<file path="config.mk">
export PLATFORM = sky130hd
export DESIGN_NAME = ifmd_window_reader_flat
export DESIGN_NICKNAME = d
export VERILOG_FILES = /design/src/rtl/ifmd_window_reader_if.sv /design/src/rtl/ifmd_window_reader.sv /design/src/flat_wrapper.sv
export SDC_FILE = /design/constraint.sdc
export NUM_CORES = 1
export LEC_CHECK = 0
export CAP_MARGIN = 5
export CORE_ASPECT_RATIO = 1.5
export CORE_MARGIN = 5
export CORE_UTILIZATION = 41
export CTS_BUF_LIST = sky130_fd_sc_hd__clkbuf_8
export DETAILED_ROUTE_END_ITERATION = 10
export PLACE_DENSITY = 0.75
export SLEW_MARGIN = 20
export SYNTH_ARGS = -nofsm -noshare
export SYNTH_HDL_FRONTEND = slang
export SYNTH_SLANG_ARGS = --single-unit
export TNS_END_PERCENT = 50
</file>
<file path="constraint.sdc">
create_clock -name clk -period 3.6 [get_ports clk]
set_input_delay 0.36 -clock clk [delete_from_list [all_inputs] [get_ports clk]]
set_output_delay 0.36 -clock clk [all_outputs]
set_load 0.02 [all_outputs]
</file>
<file path="src/rtl/ifmd_window_reader_if.sv">
// Bundle between the window reader, the IFMD RAM read port and the MAC-array window consumer.
// master = window reader, slave = RAM read port plus consumer.
interface ifmd_window_reader_if;
    logic        ifmd_read;
    logic [5:0]  ifmd_read_addr;
    logic [7:0]  ifmd_data;
    logic        win_valid;
    logic        win_ready;
    logic [71:0] win_pix;
    logic [2:0]  win_row;
    logic [2:0]  win_col;

    modport master (
        output ifmd_read, ifmd_read_addr, win_valid, win_pix, win_row, win_col,
        input  ifmd_data, win_ready
    );

    modport slave (
        input  ifmd_read, ifmd_read_addr, win_valid, win_pix, win_row, win_col,
        output ifmd_data, win_ready
    );
endinterface

</file>
<file path="src/rtl/ifmd_window_reader.sv">
// Walks a row-major IMG_H x IMG_W feature map, fetching each 3x3 stride-1 window tap by tap
// from the IFMD RAM and presenting the assembled window over a valid/ready handshake.
module ifmd_window_reader #(
    parameter int IMG_W = 8,
    parameter int IMG_H = 8
) (
    input  logic                  clk,
    input  logic                  rst_n,
    input  logic                  start,
    output logic                  busy,
    output logic                  done,
    ifmd_window_reader_if.master  bus
);

    typedef enum logic [1:0] {
        IDLE  = 2'd0,
        FETCH = 2'd1,
        LAST  = 2'd2,
        OUT   = 2'd3
    } state_t;

    localparam logic [2:0] ROW_LAST = 3'(IMG_H - 3);
    localparam logic [2:0] COL_LAST = 3'(IMG_W - 3);
    localparam logic [6:0] W7       = 7'(IMG_W);

    state_t      state;
    state_t      state_nxt;
    logic [3:0]  k;
    logic [3:0]  k_nxt;
    logic [2:0]  row;
    logic [2:0]  row_nxt;
    logic [2:0]  col;
    logic [2:0]  col_nxt;
    logic        read;
    logic        read_nxt;
    logic [5:0]  addr;
    logic [5:0]  addr_nxt;
    logic        done_nxt;
    logic        valid;
    logic        cap;
    logic [3:0]  cap_tap;
    logic [71:0] pix;

    // Address of tap t of the window whose top-left pixel is (r, c); computed in 7 bits.
    function automatic logic [5:0] tap_addr(input logic [2:0] r, input logic [2:0] c,
                                            input logic [3:0] t);
        logic [3:0] krc;
        logic [6:0] a;
        case (t)
            4'd0:    krc = 4'b00_00;
            4'd1:    krc = 4'b00_01;
            4'd2:    krc = 4'b00_10;
            4'd3:    krc = 4'b01_00;
            4'd4:    krc = 4'b01_01;
            4'd5:    krc = 4'b01_10;
            4'd6:    krc = 4'b10_00;
            4'd7:    krc = 4'b10_01;
            4'd8:    krc = 4'b10_10;
            default: krc = 4'b00_00;
        endcase
        a = ({4'd0, r} + {5'd0, krc[3:2]}) * W7 + {4'd0, c} + {5'd0, krc[1:0]};
        return a[5:0];
    endfunction

    // Next-state, raster position and next read request.
    always_comb begin
        state_nxt = state;
        k_nxt     = k;
        row_nxt   = row;
        col_nxt   = col;
        read_nxt  = 1'b0;
        addr_nxt  = addr;
        done_nxt  = 1'b0;
        case (state)
            IDLE: begin
                if (start) begin
                    state_nxt = FETCH;
                    k_nxt     = 4'd0;
                    row_nxt   = 3'd0;
                    col_nxt   = 3'd0;
                    read_nxt  = 1'b1;
                    addr_nxt  = tap_addr(3'd0, 3'd0, 4'd0);
                end else begin
                    state_nxt = IDLE;
                end
            end
            FETCH: begin
                if (k == 4'd8) begin
                    state_nxt = LAST;
                end else begin
                    k_nxt    = k + 4'd1;
                    read_nxt = 1'b1;
                    addr_nxt = tap_addr(row, col, k + 4'd1);
                end
            end
            LAST: begin
                state_nxt = OUT;
            end
            OUT: begin
                if (!bus.win_ready) begin
                    state_nxt = OUT;
                end else if ((row == ROW_LAST) && (col == COL_LAST)) begin
                    state_nxt = IDLE;
                    done_nxt  = 1'b1;
                    k_nxt     = 4'd0;
                end else begin
                    // Raster advance: column fastest, wrap to the next row.
                    if (col == COL_LAST) begin
                        col_nxt = 3'd0;
                        row_nxt = row + 3'd1;
                    end else begin
                        col_nxt = col + 3'd1;
                    end
                    state_nxt = FETCH;
                    k_nxt     = 4'd0;
                    read_nxt  = 1'b1;
                    addr_nxt  = tap_addr(row_nxt, col_nxt, 4'd0);
                end
            end
            default: begin
                state_nxt = IDLE;
            end
        endcase
    end

    // Control state and registered handshake/status outputs.
    always_ff @(posedge clk) begin
        if (!rst_n) begin
            state <= IDLE;
            k     <= 4'd0;
            row   <= 3'd0;
            col   <= 3'd0;
            read  <= 1'b0;
            addr  <= 6'd0;
            busy  <= 1'b0;
            done  <= 1'b0;
            valid <= 1'b0;
        end else begin
            state <= state_nxt;
            k     <= k_nxt;
            row   <= row_nxt;
            col   <= col_nxt;
            read  <= read_nxt;
            addr  <= addr_nxt;
            busy  <= (state_nxt != IDLE);
            done  <= done_nxt;
            valid <= (state_nxt == OUT);
        end
    end

    // RAM data lags its read by one cycle, so the tap index is delayed to match.
    always_ff @(posedge clk) begin
        if (!rst_n) begin
            cap     <= 1'b0;
            cap_tap <= 4'd0;
            pix     <= 72'd0;
        end else begin
            cap     <= read;
            cap_tap <= k;
            if (cap) begin
                pix[{cap_tap, 3'b000} +: 8] <= bus.ifmd_data;
            end
        end
    end

    assign bus.ifmd_read      = read;
    assign bus.ifmd_read_addr = addr;
    assign bus.win_valid      = valid;
    assign bus.win_pix        = pix;
    assign bus.win_row        = row;
    assign bus.win_col        = col;

endmodule

</file>
<file path="src/flat_wrapper.sv">
// flat-port wrapper written by rule: the top's interface ports become plain ports
module ifmd_window_reader_flat 
#(
    parameter int IMG_W = 8,
    parameter int IMG_H = 8
)
  (clk, rst_n, start, busy, done, bus_ifmd_read, bus_ifmd_read_addr, bus_win_valid, bus_win_pix, bus_win_row, bus_win_col, bus_ifmd_data, bus_win_ready);
  ifmd_window_reader_if bus_i ();
  input  logic clk;
  input  logic rst_n;
  input  logic start;
  output logic busy;
  output logic done;
  output wire logic [$bits(bus_i.ifmd_read)-1:0] bus_ifmd_read;
  output wire logic [$bits(bus_i.ifmd_read_addr)-1:0] bus_ifmd_read_addr;
  output wire logic [$bits(bus_i.win_valid)-1:0] bus_win_valid;
  output wire logic [$bits(bus_i.win_pix)-1:0] bus_win_pix;
  output wire logic [$bits(bus_i.win_row)-1:0] bus_win_row;
  output wire logic [$bits(bus_i.win_col)-1:0] bus_win_col;
  input wire logic [$bits(bus_i.ifmd_data)-1:0] bus_ifmd_data;
  input wire logic [$bits(bus_i.win_ready)-1:0] bus_win_ready;
  assign bus_ifmd_read = bus_i.ifmd_read;
  assign bus_ifmd_read_addr = bus_i.ifmd_read_addr;
  assign bus_win_valid = bus_i.win_valid;
  assign bus_win_pix = bus_i.win_pix;
  assign bus_win_row = bus_i.win_row;
  assign bus_win_col = bus_i.win_col;
  assign bus_i.ifmd_data = bus_ifmd_data;
  assign bus_i.win_ready = bus_win_ready;
  ifmd_window_reader #(.IMG_W(IMG_W), .IMG_H(IMG_H)) u_core (.clk(clk), .rst_n(rst_n), .start(start), .busy(busy), .done(done), .bus(bus_i));
endmodule
</file>
-- Yosys cells after proc, flatten, opt, wreduce, memory -nomap -nowiden
Memories as Yosys holds them, arrays and structs flattened.
Cells that the tools add are included.
- memories: 1
- word-level logic and storage cells: 86
- RAM bits: 0
- memory bits (read-only): 64
- register bits: 99
- latch bits: 0
- $add $sub $neg: 10
- bitwise operators: 0
- multiply operators: 0
- reduce and logical (&&, ||, !) cells: 9
- equality and inequality tests: 11
- shift operators: 2
- divide/modulo/power cells: 0
- multiplexer cells: 41
- magnitude comparators: 0
- memory list (name ; words ; bits a word ; rd ports ; clocked after Yosys merged registers in ; wr ports ; RTL line ; RTL):
    (no name shown) ; 16 ; 4 ; 1 ; 0 ; 0 ; ifmd_window_reader.sv:49 ; case (t)
- operators by type and width (cell ; number):
    bitwise mux 72 bit ; 1
    variable shift 8 x 9 -> 72 bit, first input constant ; 1
    variable part select 8 x 9 -> 72 bit ; 1
    2-to-1 mux 3 bit ; 13
    2-to-1 mux 4 bit ; 8
    2-to-1 mux 6 bit ; 4
    case mux 6 bit (3 select lines) ; 1
    adder 6 x 2 -> 6 bit ; 2
    adder 6 x 3 -> 6 bit ; 2
    case mux 3 bit (2 select lines) ; 2
    case mux 4 bit (3 select lines) ; 1
    negator 7 -> 9 bit ; 1
    inequality test 2 bit, second input constant ; 4
    case mux 2 bit (4 select lines) ; 1
    AND reduction 4 bit ; 2
    2-to-1 mux 1 bit ; 7
    adder 3 x 1 -> 3 bit, second input constant ; 2
    adder 3 x 2 -> 3 bit ; 2
    == test 2 bit, second input constant ; 3
    == test 3 bit, second input constant ; 2
    AND reduction 5 bit ; 1
    adder 4 x 1 -> 4 bit, second input constant ; 1
    == test 4 bit, second input constant ; 1
    2-to-1 mux 2 bit ; 2
    other kinds (7) ; 8

-- Depth between registers and ports, before layout
- word-level depth: 11
- depth in mapped cells: 12
- mapped depth without buffers: 12

-- Worst setup path after synthesis
No wires, ideal clock.
- path kind: register to register
- from: register u_core.k[0]
- to: register u_core.addr[5], in the netlist u_core.bus.ifmd_read_addr[5]
- slack: 0.932 ns
- period minus slack after synthesis: 2.668 ns
- cell stages (with the launch flop): 12
- path buffers: 0
- arrival: 2.573 ns
- data required time: 3.505 ns
- path through: dfxtp_1 > ha_1 > xor2_1 > nand2_1 > o21ai_0 > nor2_1 > ha_1 > fa_1 > nand3_1 > nor4b_1 > nor3_1 > o311ai_1
- longest elaborated chain between the ends: 9
- elaborated cells on any way between the ends: 12
- those cells by class: add/sub: 4; eq/ne: 2; mux: 4; reduce/logical: 1; memory: 1
- ends and longest elaborated chain (element ; RTL line ; RTL):
    start, declared ; ifmd_window_reader.sv:28 ; logic [3:0] k;
    start signal, assigned ; ifmd_window_reader.sv:140 ; k <= k_nxt;
    adder 4 x 1 -> 4 bit ; ifmd_window_reader.sv:93 ; addr_nxt = tap_addr(row, col, k + 4'd1);
    memory read (16 x 4 bit) ; -- ;
    2-to-1 mux 4 bit ; ifmd_window_reader.sv:88 ; if (k == 4'd8) begin
    2-to-1 mux 4 bit ; ifmd_window_reader.sv:74 ; case (state)
    adder 3 x 2 -> 3 bit ; ifmd_window_reader.sv:61 ; a = ({4'd0, r} + {5'd0, krc[3:2]}) * W7 + {4'd0, c} + {5'd0, krc[1:0]};
    adder 6 x 3 -> 6 bit ; ifmd_window_reader.sv:61 ;
    adder 6 x 2 -> 6 bit ; ifmd_window_reader.sv:61 ;
    2-to-1 mux 6 bit ; ifmd_window_reader.sv:88 ;
    case mux 6 bit (3 select lines) ; ifmd_window_reader.sv:74 ;
    end signal, assigned ; ifmd_window_reader.sv:144 ; addr <= addr_nxt;
    end, declared ; ifmd_window_reader.sv:36 ; logic [5:0] addr;
Parallel ways exist; a longest one is shown, timed or not. The select of a mux whose other input is x is not followed.
A chain may end at the register's enable or synchronous reset.

-- Worst setup path in the final report
Same ends and word-level chain as after synthesis.

==> results.ini <==
[route]
num_vias = 3722
first_pass_iters = 5
viasPerCell = 5.10
drt_iter0_markers = 137
drc = 0
ant_nets = 0
routedWlPerCell_um = 15.7
routed_wl_um = 11400

[placed_design]
place_ws_ns = 0.472
placed_cells_incl_taps = 714
port_buffers = 99
hpwl_um = 8370
gp_congestion = 0.830

[cells_and_area]
final_common_cell = dfxtp_1
final_core_util = 0.532
fill_cells = 1012
final_cell_mix = 99 x dfxtp_1, 98 x clkdlybuf4s50_1, 85 x nand2_1
drive_above_1_share = 0.0600
antenna_cells = 0
regArea_sq_um = 1980
area_growth_pct = 27.8
nets = 606
final_cells = 730
multiInputGateArea_sq_um = 2450

[timing]
holdWs_ns = 0.462
slew_headroom = 0.281
hold_violations = 0
fin_crit_sh = 0.885
grt_setup_unrepaired = false
max_freq_mhz = 314
layout_setup_ws_ns = 0.412
slew_violations = 0
tightest_slew_ns = 1.08
setup_viol = 0
fin_crit_ns = 3.19
finClkSkew_ns = 0.00879
setup_tns_ns = 0

[power_and_ir_drop]
p_int_uw = 1490
vdd_drop_max_mv = 0.206
p_switching_uw = 459
comb_power_share = 0.067
p_clk_frac = 0.360
p_seq_frac = 0.573
p_leak_uw = 0.00250
powerDensity_nw_per_um2 = 333
p_sw_frac = 0.235

[clock_tree]
cts_hold_buf = 0
cts_tree = built
cts.path.max_buffers = 2
cts_buffers = 9
insertion_delay_ns = 0.36
clk_pin_slew_ns = 0.09
cts_sinks = 99
ctsRootBufferMaster = clkbuf_8
post_cts_resized = 0
cts_post_setup_buffers_inserted = 0
h-tree-depth = 3

[worst_hold_path]
hp-class = flip-flop to flip-flop
whs_path_depth = 2

[worst_setup_path]
cp_data_arrival_time_ns = 3.45
worstSetupPathType = flip-flop to flip-flop
end_kind = flip-flop
cp_max_fo = 7
startpoint_type = flip-flop
worstPathRequired_ns = 3.86
reg2regPathDepth = 11

[grt]
grt_pass1_wl_um = 18600
overflow = 0
gr-usage-all-layers = 0.177
grt_antenna_before_repair = 0
grt_max_degree = 125
grt_pass1_vias = 3728

[yosys]
ys_warn_count = 0
postSynthCellCount = 493
synth_edf_count = 0
syn-num-nets = 521
syn_area_sq_um = 4580
synth-seq-area-share = 0.433
syn_area_per_cell_sq_um = 9.28
synth-seq-cells = 99
synth_flop_cell = dfxtp_1
async_flop_share = 0
netlist-cell-type-count = 50

[floorplan]
start_util = 0.416
die_h_um = 139
dieArea_sq_um = 13400
core_region_area_sq_um = 11000
die_w_um = 96.3
ios = 100
core.rowCount = 47

[job]
drv_cap = 0

[outcome]
status = finished clean

## flip-flops by register name, indices dropped and copies added (netlist names), 2 cells and up
register and flops:
u_core.bus.ifmd_read_addr 6, u_core.cap_tap 4, u_core.state 2, u_core.bus.win_col 3
u_core.k 4, u_core.bus.win_pix 72, u_core.bus.win_row 3
## area by class of cell
class | instances | area share
flip-flops and latches | 99 | 0.339
clock inverters | 6 | 0.00984
well taps | 147 | 0.0314
inverters | 12 | 0.00770
multi-input cells | 356 | 0.418
repair buffers | 100 | 0.170
clock buffers | 10 | 0.0235
## critical path: stages (launching register included)
cell and delay [ns]:
dfxtp_1 0.46, ha_1 0.24, xor2_1 0.46, nand2_1 0.17, o21ai_0 0.14, nor2_1 0.07
ha_1 0.21, fa_1 0.55, nand3_1 0.10, nor4b_1 0.30, nor3_1 0.11, o311ai_1 0.28
## power by group through the flow
stage                     Combinational [uW]  Clock [uW]  Sequential, uW
after floorplan                         74.7           0            1140
after global placement                   130           0            1140
after detailed placement                 132           0            1140
after CTS                                132         724            1120
after global routing                     143         766            1120
final                                    131         702            1120
## cells in the mapped netlist, drive strengths merged, types with 3 or more instances
master,number,share of area
a21oi,3,0.0033
nor2,17,0.014
a21boi,15,0.025
o2111ai,3,0.0057
xnor2,3,0.0057
nor2b,35,0.048
o21a,4,0.0066
or2,9,0.012
and3,14,0.019
clkbuf,23,0.019
inv,12,0.0098
mux2i,68,0.15
ha,14,0.038
nand2,85,0.070
nand3,27,0.040
and2,6,0.0082
dfxtp,99,0.43
buf,3,0.0033
nand2b,5,0.0068
o22ai,3,0.0055
o21ai,7,0.0077
nor3,6,0.0066
## through the flow
stage / power, uW / cell area, sq um
after floorplan: 1220 / 4580
after global placement: 1270 / 5650
after detailed placement: 1270 / 5650
after CTS: 1970 / 5850
after global routing: 2030 / 5850
final: 1950 / 5850
## per-layer routing
metal,wire length [um],global-route usage,vias up
li1,-,-,1848
met3,497,0.0362,16
met2,6210,0.316,81
met4,203,0.0645,0
met1,4530,0.202,1777
met5,0,0,-
## kinds of logic (layout without fill, tap and decap cells)
logic type | Yosys count | after routing | share of synthesized area
compound gates | 47 | 47 | 0.0744
xor+xnor | 5 | 5 | 0.00957
fa+ha+maj | 16 | 16 | 0.0470
buf+inv | 38 | 128 | 0.0320
flops | 99 | 99 | 0.433
mux | 68 | 68 | 0.151
simple gates | 220 | 220 | 0.252
## final timing paths
| check | startpoint | endpoint | slack [ns] |
|---|---|---|---|
| hold / removal | u_core.bus.win_pix[9] | u_core.bus.win_pix[9] | 0.46 |
| setup / recovery | u_core.k[0] | u_core.bus.ifmd_read_addr[5] | 0.41 |
| setup reg to reg | u_core.k[0] | u_core.bus.ifmd_read_addr[5] | 0.41 |
| hold reg to reg | u_core.bus.win_pix[9] | u_core.bus.win_pix[9] | 0.46 |
Power figures use the tool's default switching activity.
